[src/rtl/sequenciador_notas_pkg.sv]
// ---------------------------------------------------------------------------
// sequenciador_pkg
// Shared definitions for the melody sequencer:
//   state_t     - sequencer FSM states
//   *_BIT/MSB   - field positions inside an 8-bit table entry
//                 {tom, note[2:0], dur[3:0]}
//   END_DUR     - duration value that marks the end of the melody
//   entry_dur   - extracts the duration field from an entry
// ---------------------------------------------------------------------------
package sequenciador_pkg;

    typedef enum logic [1:0] {
        IDLE   = 2'd0,
        PLAY   = 2'd1,
        GAP    = 2'd2,
        PAUSED = 2'd3
    } state_t;

    localparam int TOM_BIT  = 7;
    localparam int NOTE_MSB = 6;
    localparam int NOTE_LSB = 4;
    localparam int DUR_MSB  = 3;
    localparam int DUR_LSB  = 0;

    localparam logic [3:0] END_DUR = 4'd0;

    function automatic logic [3:0] entry_dur(input logic [7:0] entry);
        return entry[DUR_MSB:DUR_LSB];
    endfunction

endpackage

[src/rtl/sequenciador_notas_divisor_tempo.sv]
// ---------------------------------------------------------------------------
// divisor_tempo
// Beat prescaler. Counts 0..TICK_DIV-1 while run is high and emits a
// one-cycle tick on the last count. The count holds while run is low and
// returns to 0 whenever clear is high (clear wins over run).
// Ports:
//   clk, rst_n - clock, asynchronous active-low reset
//   run        - advance the count this cycle
//   clear      - force the count back to 0
//   tick       - high for the cycle in which the count is TICK_DIV-1 and run
// ---------------------------------------------------------------------------
module divisor_tempo #(
    parameter int TICK_DIV = 6250000
) (
    input  logic clk,
    input  logic rst_n,
    input  logic run,
    input  logic clear,
    output logic tick
);

    localparam int CW = $clog2(TICK_DIV);
    localparam logic [CW-1:0] LAST = CW'(TICK_DIV - 1);

    logic [CW-1:0] cnt_q;

    always_ff @(posedge clk or negedge rst_n) begin
        if (!rst_n) begin
            cnt_q <= '0;
        end else if (clear) begin
            cnt_q <= '0;
        end else if (run) begin
            cnt_q <= (cnt_q == LAST) ? '0 : cnt_q + 1'b1;
        end
    end

    assign tick = run && (cnt_q == LAST);

endmodule

[src/rtl/sequenciador_notas.sv]
// ---------------------------------------------------------------------------
// sequenciador_notas
// Melody sequencer feeding the 7-segment note display decoder. A table of
// SEQ_LEN entries {tom, note[2:0], dur[3:0]} is played one entry at a time:
// each note sounds for dur beat ticks, followed by GAP_TICKS silent ticks.
// dur = 0 marks the end of the melody.
// Ports:
//   clk, rst_n                  - clock, asynchronous active-low reset
//   start / pause / stop        - single-cycle control pulses
//                                 (priority stop > start > pause)
//   loop_en                     - level: restart at entry 0 at the end
//   wr_en / wr_addr / wr_data   - table write port (any state)
//   NOTAS, TOM                  - note code / tone modifier to the decoder
//   note_on                     - high while a note is sounding
//   seq_pos                     - index of the current entry
//   busy                        - high in any state other than IDLE
//   done                        - one-cycle pulse at natural end of melody
//   dbg_state                   - current FSM state, for observation
// All outputs are registered.
// ---------------------------------------------------------------------------
module sequenciador_notas
    import sequenciador_pkg::*;
#(
    parameter int TICK_DIV  = 6250000,
    parameter int SEQ_LEN   = 16,
    parameter int GAP_TICKS = 1
) (
    input  logic                       clk,
    input  logic                       rst_n,
    input  logic                       start,
    input  logic                       pause,
    input  logic                       stop,
    input  logic                       loop_en,
    input  logic                       wr_en,
    input  logic [$clog2(SEQ_LEN)-1:0] wr_addr,
    input  logic [7:0]                 wr_data,
    output logic [2:0]                 NOTAS,
    output logic                       TOM,
    output logic                       note_on,
    output logic [$clog2(SEQ_LEN)-1:0] seq_pos,
    output logic                       busy,
    output logic                       done,
    output state_t                     dbg_state
);

    localparam int AW = $clog2(SEQ_LEN);
    localparam int GW = (GAP_TICKS > 1) ? $clog2(GAP_TICKS) : 1;
    localparam logic [GW-1:0] GAP_LAST = GW'(GAP_TICKS - 1);
    localparam logic [AW-1:0] POS_LAST = AW'(SEQ_LEN - 1);

    logic [7:0]    seq_table [SEQ_LEN];

    state_t        state_q, state_d, ret_q, ret_d, nat_state;
    logic [AW-1:0] pos_q, pos_d, pos_next, load_addr;
    logic [3:0]    rem_q, rem_d;
    logic [GW-1:0] gap_q, gap_d;
    logic          load, end_seq;
    logic [7:0]    entry0, entry_next;
    logic          tick, presc_run, presc_clear;
    logic          note_on_d, busy_d, done_d, tom_d;
    logic [2:0]    notas_d;

    // Table: asynchronous read, so a fetch in the same cycle as a write to
    // the same address sees the old contents.
    always_ff @(posedge clk or negedge rst_n) begin
        if (!rst_n) begin
            for (int i = 0; i < SEQ_LEN; i++) seq_table[i] <= '0;
        end else if (wr_en) begin
            seq_table[wr_addr] <= wr_data;
        end
    end

    assign pos_next   = pos_q + 1'b1;
    assign entry0     = seq_table[0];
    assign entry_next = seq_table[pos_next];

    // Prescaler runs only while playing or in a gap; it is held at 0 in IDLE
    // so playback always starts on a fresh beat, and is frozen in PAUSED.
    assign presc_run   = (state_q == PLAY) || (state_q == GAP);
    assign presc_clear = (state_q == IDLE) || stop;

    divisor_tempo #(
        .TICK_DIV (TICK_DIV)
    ) u_divisor_tempo (
        .clk   (clk),
        .rst_n (rst_n),
        .run   (presc_run),
        .clear (presc_clear),
        .tick  (tick)
    );

    // State register
    always_ff @(posedge clk or negedge rst_n) begin
        if (!rst_n) begin
            state_q <= IDLE;
            ret_q   <= IDLE;
            pos_q   <= '0;
            rem_q   <= '0;
            gap_q   <= '0;
            NOTAS   <= '0;
            TOM     <= 1'b0;
            note_on <= 1'b0;
            busy    <= 1'b0;
            done    <= 1'b0;
        end else begin
            state_q <= state_d;
            ret_q   <= ret_d;
            pos_q   <= pos_d;
            rem_q   <= rem_d;
            gap_q   <= gap_d;
            NOTAS   <= notas_d;
            TOM     <= tom_d;
            note_on <= note_on_d;
            busy    <= busy_d;
            done    <= done_d;
        end
    end

    // Next state. nat_state is where playback would go without a pause; a
    // pause arriving in the same cycle still lets that step happen (a tick
    // is never lost) and parks it as the return state instead.
    always_comb begin
        nat_state = state_q;
        ret_d     = ret_q;
        pos_d     = pos_q;
        rem_d     = rem_q;
        gap_d     = gap_q;
        load      = 1'b0;
        load_addr = '0;
        end_seq   = 1'b0;

        case (state_q)
            IDLE: begin
                if (start) begin
                    if (entry_dur(entry0) != END_DUR) load = 1'b1;
                    else                              end_seq = 1'b1;
                end
            end
            PLAY: begin
                if (tick) begin
                    rem_d = rem_q - 4'd1;
                    if (rem_q == 4'd1) begin
                        nat_state = GAP;
                        gap_d     = '0;
                    end
                end
            end
            GAP: begin
                if (tick) begin
                    if (gap_q == GAP_LAST) begin
                        if (pos_q != POS_LAST && entry_dur(entry_next) != END_DUR) begin
                            load      = 1'b1;
                            load_addr = pos_next;
                        end else if (loop_en && entry_dur(entry0) != END_DUR) begin
                            load = 1'b1;
                        end else begin
                            end_seq = 1'b1;
                        end
                    end else begin
                        gap_d = gap_q + 1'b1;
                    end
                end
            end
            PAUSED: begin
                if (pause) nat_state = ret_q;
            end
            default: nat_state = IDLE;
        endcase

        if (load) begin
            nat_state = PLAY;
            pos_d     = load_addr;
            rem_d     = entry_dur(seq_table[load_addr]);
        end
        if (end_seq) begin
            nat_state = IDLE;
            pos_d     = '0;
        end

        state_d = nat_state;
        if (pause && (state_q == PLAY || state_q == GAP) && !end_seq) begin
            state_d = PAUSED;
            ret_d   = nat_state;
        end

        if (stop) begin
            state_d = IDLE;
            pos_d   = '0;
            rem_d   = '0;
            load    = 1'b0;
            end_seq = 1'b0;
        end
    end

    // Output values for the next cycle. NOTAS/TOM change only when a new
    // entry is latched, so they hold through gaps, pauses and stops.
    always_comb begin
        note_on_d = (state_d == PLAY);
        busy_d    = (state_d != IDLE);
        done_d    = end_seq;
        notas_d   = NOTAS;
        tom_d     = TOM;
        if (load) begin
            notas_d = seq_table[load_addr][NOTE_MSB:NOTE_LSB];
            tom_d   = seq_table[load_addr][TOM_BIT];
        end
    end

    assign seq_pos   = pos_q;
    assign dbg_state = state_q;

endmodule

[config.mk]
export PLATFORM = sky130hd
export DESIGN_NAME = sequenciador_notas
export DESIGN_NICKNAME = d
export VERILOG_FILES = /design/src/rtl/sequenciador_notas_pkg.sv /design/src/rtl/sequenciador_notas_divisor_tempo.sv /design/src/rtl/sequenciador_notas.sv
export SDC_FILE = /design/constraint.sdc
export NUM_CORES = 1
export LEC_CHECK = 0
export CAP_MARGIN = 10
export CORE_MARGIN = 2
export CORE_UTILIZATION = 55
export DETAILED_ROUTE_END_ITERATION = 7
export GPL_TIMING_DRIVEN = 0
export PLACE_DENSITY = 0.73
export SETUP_SLACK_MARGIN = 0.02
export SYNTH_ARGS = -nofsm -noshare
export SYNTH_HDL_FRONTEND = slang
export SYNTH_SLANG_ARGS = --single-unit
export TNS_END_PERCENT = 100
[constraint.sdc]
create_clock -name clk -period 8.1 [get_ports clk]
set_input_delay 1.62 -clock clk [delete_from_list [all_inputs] [get_ports clk]]
set_output_delay 1.62 -clock clk [all_outputs]
set_load 0.02 [all_outputs]
**After elaboration in Yosys (flattened, before gate mapping)**

Index checks and enable logic that the tools add are counted.

- $add $sub $neg: 4
- Order comparisons: 4
- Equality and inequality tests: 10
- Multiplexer cells: 52
- Bitwise operators: 3
- Reductions and logical operators: 20

Operators by type and width:

| operator | number |
|---|---|
| $bwmux 128 | 1 |
| $mux 23 | 3 |
| $bmux 8 s4 | 2 |
| $mux 4 | 13 |
| $demux 8 s4 | 1 |
| $mux 8 | 3 |
| $add 23x1->23 const B | 1 |
| $eq 23x23->1 const B | 1 |
| $mux 1 | 18 |
| $ge 5x5->1 const B | 3 |
| $not 4->5 | 3 |
| $mux 2 | 7 |
| $reduce_bool 3->1 | 3 |
| $reduce_bool 4->1 | 2 |
| $logic_and 1x1->1 | 6 |
| $pmux 1 s2 | 3 |
| $reduce_bool 2->1 | 3 |
| $lt 5x1->1 const B | 1 |
| $add 4x1->4 const B | 1 |
| $eq 2x1->1 const B | 2 |
| $eq 2x2->1 const B | 2 |
| $eq 4x1->1 const B | 1 |
| $ne 2x2->1 const B | 2 |
| $ne 4x4->1 const B | 1 |
| other kinds (9) | 10 |

- Flip-flop bits (word level): 171
- Input port bits: 19
- Output and inout port bits: 13

**Logic depth before layout (Yosys ltp)**

- Depth in word-level cells: 17
- Gate-level depth with buffers: 12
- Depth with buffers taken out: 11

**Cells and area by module**

A second synthesis with hierarchy kept.

- Cells, all modules: 778
- Area, all modules: 8851.0 µm²

Modules (own cells, without submodules):

| module | times used | cells an instance | area each (µm²) | sequential area each (µm²) |
|---|---|---|---|---|
| sequenciador_notas | 1 | 645 | 7599.8 | 3678.5 |
| divisor_tempo | 1 | 133 | 1251.2 | 575.6 |

**Worst setup path after synthesis**

Ideal clock, no wire load.

- Path kind: flip-flop to flip-flop
- Start point: reg pos_q[0], in the netlist seq_pos[0]
- End point: reg rem_q[0]
- Setup time: 0.120 ns
- Arrival time: 3.246 ns
- Required time: 7.980 ns
- Setup slack: 4.734 ns
- Stages on the path, launching flop included: 13
- Period minus slack after synthesis: 3.366 ns
- Path through: dfrtp_1 -> ha_1 -> buf_2 -> nor3_1 -> a221o_1 -> and3_2 -> o32ai_1 -> nand3_1 -> buf_2 -> or3_1 -> o2111ai_1 -> o311ai_0 -> and3_1

- Word-level cells in the longest chain between the ends: 17
- Elaborated cells between the ends (all ways): 25
- Classes of those cells: 1 x add/sub; 1 x eq/ne; 16 x mux; 2 x bitwise; 5 x reduce/logical

RTL lines:

| element | line | RTL |
|---|---|---|
| from (decl) | sequenciador_notas.sv:54 | `logic [AW-1:0] pos_q, pos_d, pos_next, load_addr;` |
| from (signal assigned) | sequenciador_notas.sv:108 | `pos_q <= pos_d;` |
| $add 4x1->4 | sequenciador_notas.sv:73 | `assign pos_next = pos_q + 1'b1;` |
| $not 4->5 (not written as such) | sequenciador_notas.sv:75 | `assign entry_next = seq_table[pos_next];` |
| $bmux 8 s4 | sequenciador_notas.sv:75 |  |
| $mux 4 (not written as such) (2 in a row) | sequenciador_notas.sv:75 |  |
| $reduce_bool 4->1 | sequenciador_notas.sv:151 | `if (pos_q != POS_LAST && entry_dur(entry_next) != END_DUR) begin` |
| $logic_and 1x1->1 | sequenciador_notas.sv:151 |  |
| $mux 4 | sequenciador_notas.sv:151 |  |
| $mux 4 | sequenciador_notas.sv:150 | `if (gap_q == GAP_LAST) begin` |
| $mux 4 | sequenciador_notas.sv:149 | `if (tick) begin` |
| $mux 4 | sequenciador_notas.sv:132 | `case (state_q)` |
| $not 4->5 (not written as such) | sequenciador_notas.sv:173 | `rem_d = entry_dur(seq_table[load_addr]);` |
| $bmux 8 s4 | sequenciador_notas.sv:173 |  |
| $mux 8 (2 in a row) | -- |  |
| $mux 4 | sequenciador_notas.sv:170 | `if (load) begin` |
| $mux 4 | sequenciador_notas.sv:186 | `if (stop) begin` |
| to (signal assigned) | sequenciador_notas.sv:109 | `rem_q <= rem_d;` |
| to (decl) | sequenciador_notas.sv:55 | `logic [3:0] rem_q, rem_d;` |

Several ways; a longest one is shown, not always the timed one. The select of a mux whose other input is x is not followed.
A chain may end at the register's enable or synchronous reset.

**Final worst setup path**

- Start point: reg pos_q[0], in the netlist seq_pos[0]
- End point: reg NOTAS[1]

- Word-level cells in the longest chain between the ends: 15
- Elaborated cells between the ends (all ways): 21
- Classes of those cells: 1 x add/sub; 1 x eq/ne; 15 x mux; 2 x bitwise; 2 x reduce/logical

RTL lines:

| element | line | RTL |
|---|---|---|
| $add 4x1->4 | sequenciador_notas.sv:73 |  |
| $not 4->5 (not written as such) | sequenciador_notas.sv:75 |  |
| $bmux 8 s4 | sequenciador_notas.sv:75 |  |
| $mux 4 (not written as such) (2 in a row) | sequenciador_notas.sv:75 |  |
| $reduce_bool 4->1 | sequenciador_notas.sv:151 |  |
| $logic_and 1x1->1 | sequenciador_notas.sv:151 |  |
| $mux 4 | sequenciador_notas.sv:151 |  |
| $mux 4 | sequenciador_notas.sv:150 |  |
| $mux 4 | sequenciador_notas.sv:149 |  |
| $mux 4 | sequenciador_notas.sv:132 |  |
| $not 4->5 (not written as such) | sequenciador_notas.sv:204 | `notas_d = seq_table[load_addr][NOTE_MSB:NOTE_LSB];` |
| $bmux 8 s4 | sequenciador_notas.sv:204 |  |
| $mux 8 (2 in a row) | -- |  |
| to (signal assigned) | sequenciador_notas.sv:111 | `NOTAS <= notas_d;` |
| to (decl) | sequenciador_notas.sv:37 | `output logic [2:0] NOTAS,` |

Several ways; a longest one is shown, not always the timed one. The select of a mux whose other input is x is not followed.

==> results_dict.tcl <==
set metrics [dict create \
    avgRoutedWirePerCell_um 22.2 \
    fin_crit_sh 0.546 \
    min_path_type "reg -> reg" \
    synth_nets 851 \
    mostFrequentLayoutCell "dfrtp_1" \
    setup_viol 0 \
    hold_viol_final 0 \
    synthFlopType "dfrtp_1" \
    clock.fmax_ghz 0.226 \
    path_cells "ha_1, buf_2, inv_1, nor4b_1, o311a_2, o32ai_1, clkbuf_8, a31oi_2, nor3_1, o21ai_0, a211oi_1, a211oi_1" \
    reg2reg_from "seq_pos[0]" \
    crit_path_start_kind "flop" \
    ys_ff_latch 170 \
    cts.repair.resized 0 \
    num_vias 7068 \
    vias_per_cell 6.39 \
    synthCells 824 \
    final_cell_mix "dfrtp_1, mux2_2, nor2_1, o21ai_0, nand2_1" \
    rows 47 \
    cts_tree "yes" \
    die_y_um 133 \
    netlist_area_mm2 0.00910 \
    grt_pass1_wl_um 39500 \
    max_slew_margin 0.205 \
    slowest_delay_ns 0.78 \
    htreeDepth 4 \
    path_class "reg -> reg" \
    crit_slowest_cell "o32ai_1" \
    final.setup.tns_ns 0 \
    status "complete, no violations" \
    worst_slew_pin_slew_ns 1.18 \
    p_leak_nw 4.28 \
    critPathArrivalTime_ns 4.73 \
    ys_seq_area_frac 0.467 \
    fin_crit_ns 4.43 \
    placeableCoreArea_mm2 0.0163 \
    die_x_um 133 \
    firstDrtPassIters 7 \
    finalPower_mw 2.62 \
    hp-start "seq_table[102]" \
    synth_top_area_share 0.467 \
    power_density_mw_per_mm2 254 \
    root_buffer "clkbuf_16" \
    antenna_left 0 \
    clk_pin_slew_ns 0.07 \
    die-area_mm2 0.0176 \
    grt_pass1_vias 7214 \
    io_buffers 29 \
    critPathMostFrequentCell "a211oi_1" \
    drv_slew 0 \
    synthArstFlopShare 1.00 \
    dpl.hpwl_um 17400 \
    grt-ovfl-total 0 \
    gp_congestion 0.954 \
    fillers 1306 \
    io_pins 32 \
    crit_fanout 10 \
    cts_hold_buf 0 \
    cts.sinks 170 \
    reg2reg_depth 12 \
    routed_wirelength_um 24500 \
    grt_max_degree 115 \
    drive_gt1_frac 0.251 \
    diodes 0 \
    synth_top_area_cell "dfrtp_1" \
    maxCapViolCount 0 \
    clockBufferDepth 2 \
    cts_made_buffers 17 \
    synthToLayoutAreaGrowth_pct 13.2 \
    fin_worst_skew_ns 0.0112 \
    ys_types 75 \
    rsz0062_at_grt "no" \
    antenna_found_initial 0 \
    drt-initial-drc-count 592 \
    fin_nets 900 \
    cts_setup_buffers 0 \
    cp.required_ns 8.40 \
    synth_warnings 0 \
    grtUsageTotal 0.288 \
    synth-edff-count 0 \
    synth_area_leaders "dfrtp_1, mux2_2, nor2_1" \
    initial_core_util 0.557 \
    insertion_delay_ns 0.43 \
    avgSynthCellArea_um2 11.0 \
    crit_start "seq_pos[0]" \
    vdd_drop_max_mv 0.170 \
    end_kind "flop" \
    worstHoldPathCells 1 \
    drc 0 \
]
-- worst paths after layout --
path                       slack [ns]        endpoint
setup reg to reg                 3.67        NOTAS[1]
setup / recovery                 3.67        NOTAS[1]
min in group asynchronous        1.11   seq_table[19]
hold / removal                   0.50  seq_table[102]
max in group asynchronous        6.08   seq_table[79]
hold reg to reg                  0.50  seq_table[102]
-- flip-flops by register name, summed over array words and instances, names as in the netlist --
signal                 cells
busy                       1
TOM                        1
ret_q                      2
note_on                    1
u_divisor_tempo.cnt_q     23
done                       1
NOTAS                      3
seq_table                120
entry0                     8
rem_q                      4
seq_pos                    4
dbg_state                  2
-- worst max-delay path: cells and delay by family (launching register included) --
kind | cells | cell delay [ns]
AO/OA/AOI/OAI | 6 | 1.98
AND/OR/NAND/NOR | 2 | 0.72
buffers and inverters | 3 | 0.70
flip-flops | 1 | 0.59
adder cells (fa/ha/maj) | 1 | 0.30
-- routing by layer --
| metal | wire length (um) | GRT usage |
|---|---|---|
| met2 | 11800 | 0.470 |
| met5 | 0 | 0 |
| met4 | 829 | 0.102 |
| met1 | 10400 | 0.387 |
| met3 | 1560 | 0.0571 |
-- through the flow --
step           std cells  setup WS, ns  hold slack [ns]  area, um^2  utilization
2_1_floorplan        824          4.73            0.445        9100            -
3_3_place_gp        1073         -1.07            0.470        9670        0.591
3_5_place_dp        1074          3.74            0.492        9700        0.593
4_1_cts             1106          3.72            0.507       10300        0.630
5_1_grt             1106          3.52            0.518       10300        0.630
6_report            1106          3.67            0.503       10300        0.630
-- cells in the mapped netlist, drive strengths merged, types with 12 or more instances --
library cell and n:
nor4 17, nand2 35, mux2 145, nand3 23, nand4 12, o21ai 45, nor3 29, nor2 77
dfrtp 170, mux2i 27, clkbuf 34, a211oi 20, a21oi 20, nor2b 14
-- report_power, final --
part	switching (mW)	internal, mW
logic	0.318	0.300
clock network	0.352	0.485
registers	0.136	1.03
total	0.806	1.81
-- final cells by class --
cell class,count,area (um^2),area share
Buffer,45,313,0.0304
Clock buffer,21,470,0.0457
Clock inverter,11,133,0.0129
Inverter,7,26.3,0.00255
Multi-Input combinational cell,602,4510,0.438
Sequential cell,170,4250,0.413
Tap cell,220,275,0.0267
Timing Repair Buffer,30,323,0.0313
-- cells by family (layout without fill, tap and decap cells) --
logic type	count (synthesis)	count (layout)	synth area share
compound gates	138	138	0.103
xor+xnor	16	16	0.0154
fa+ha+maj	8	8	0.0110
buf+inv	52	114	0.0373
flops	170	170	0.467
mux	173	173	0.212
simple gates	267	267	0.154
Note: power is estimated with default switching activity, not from simulation.
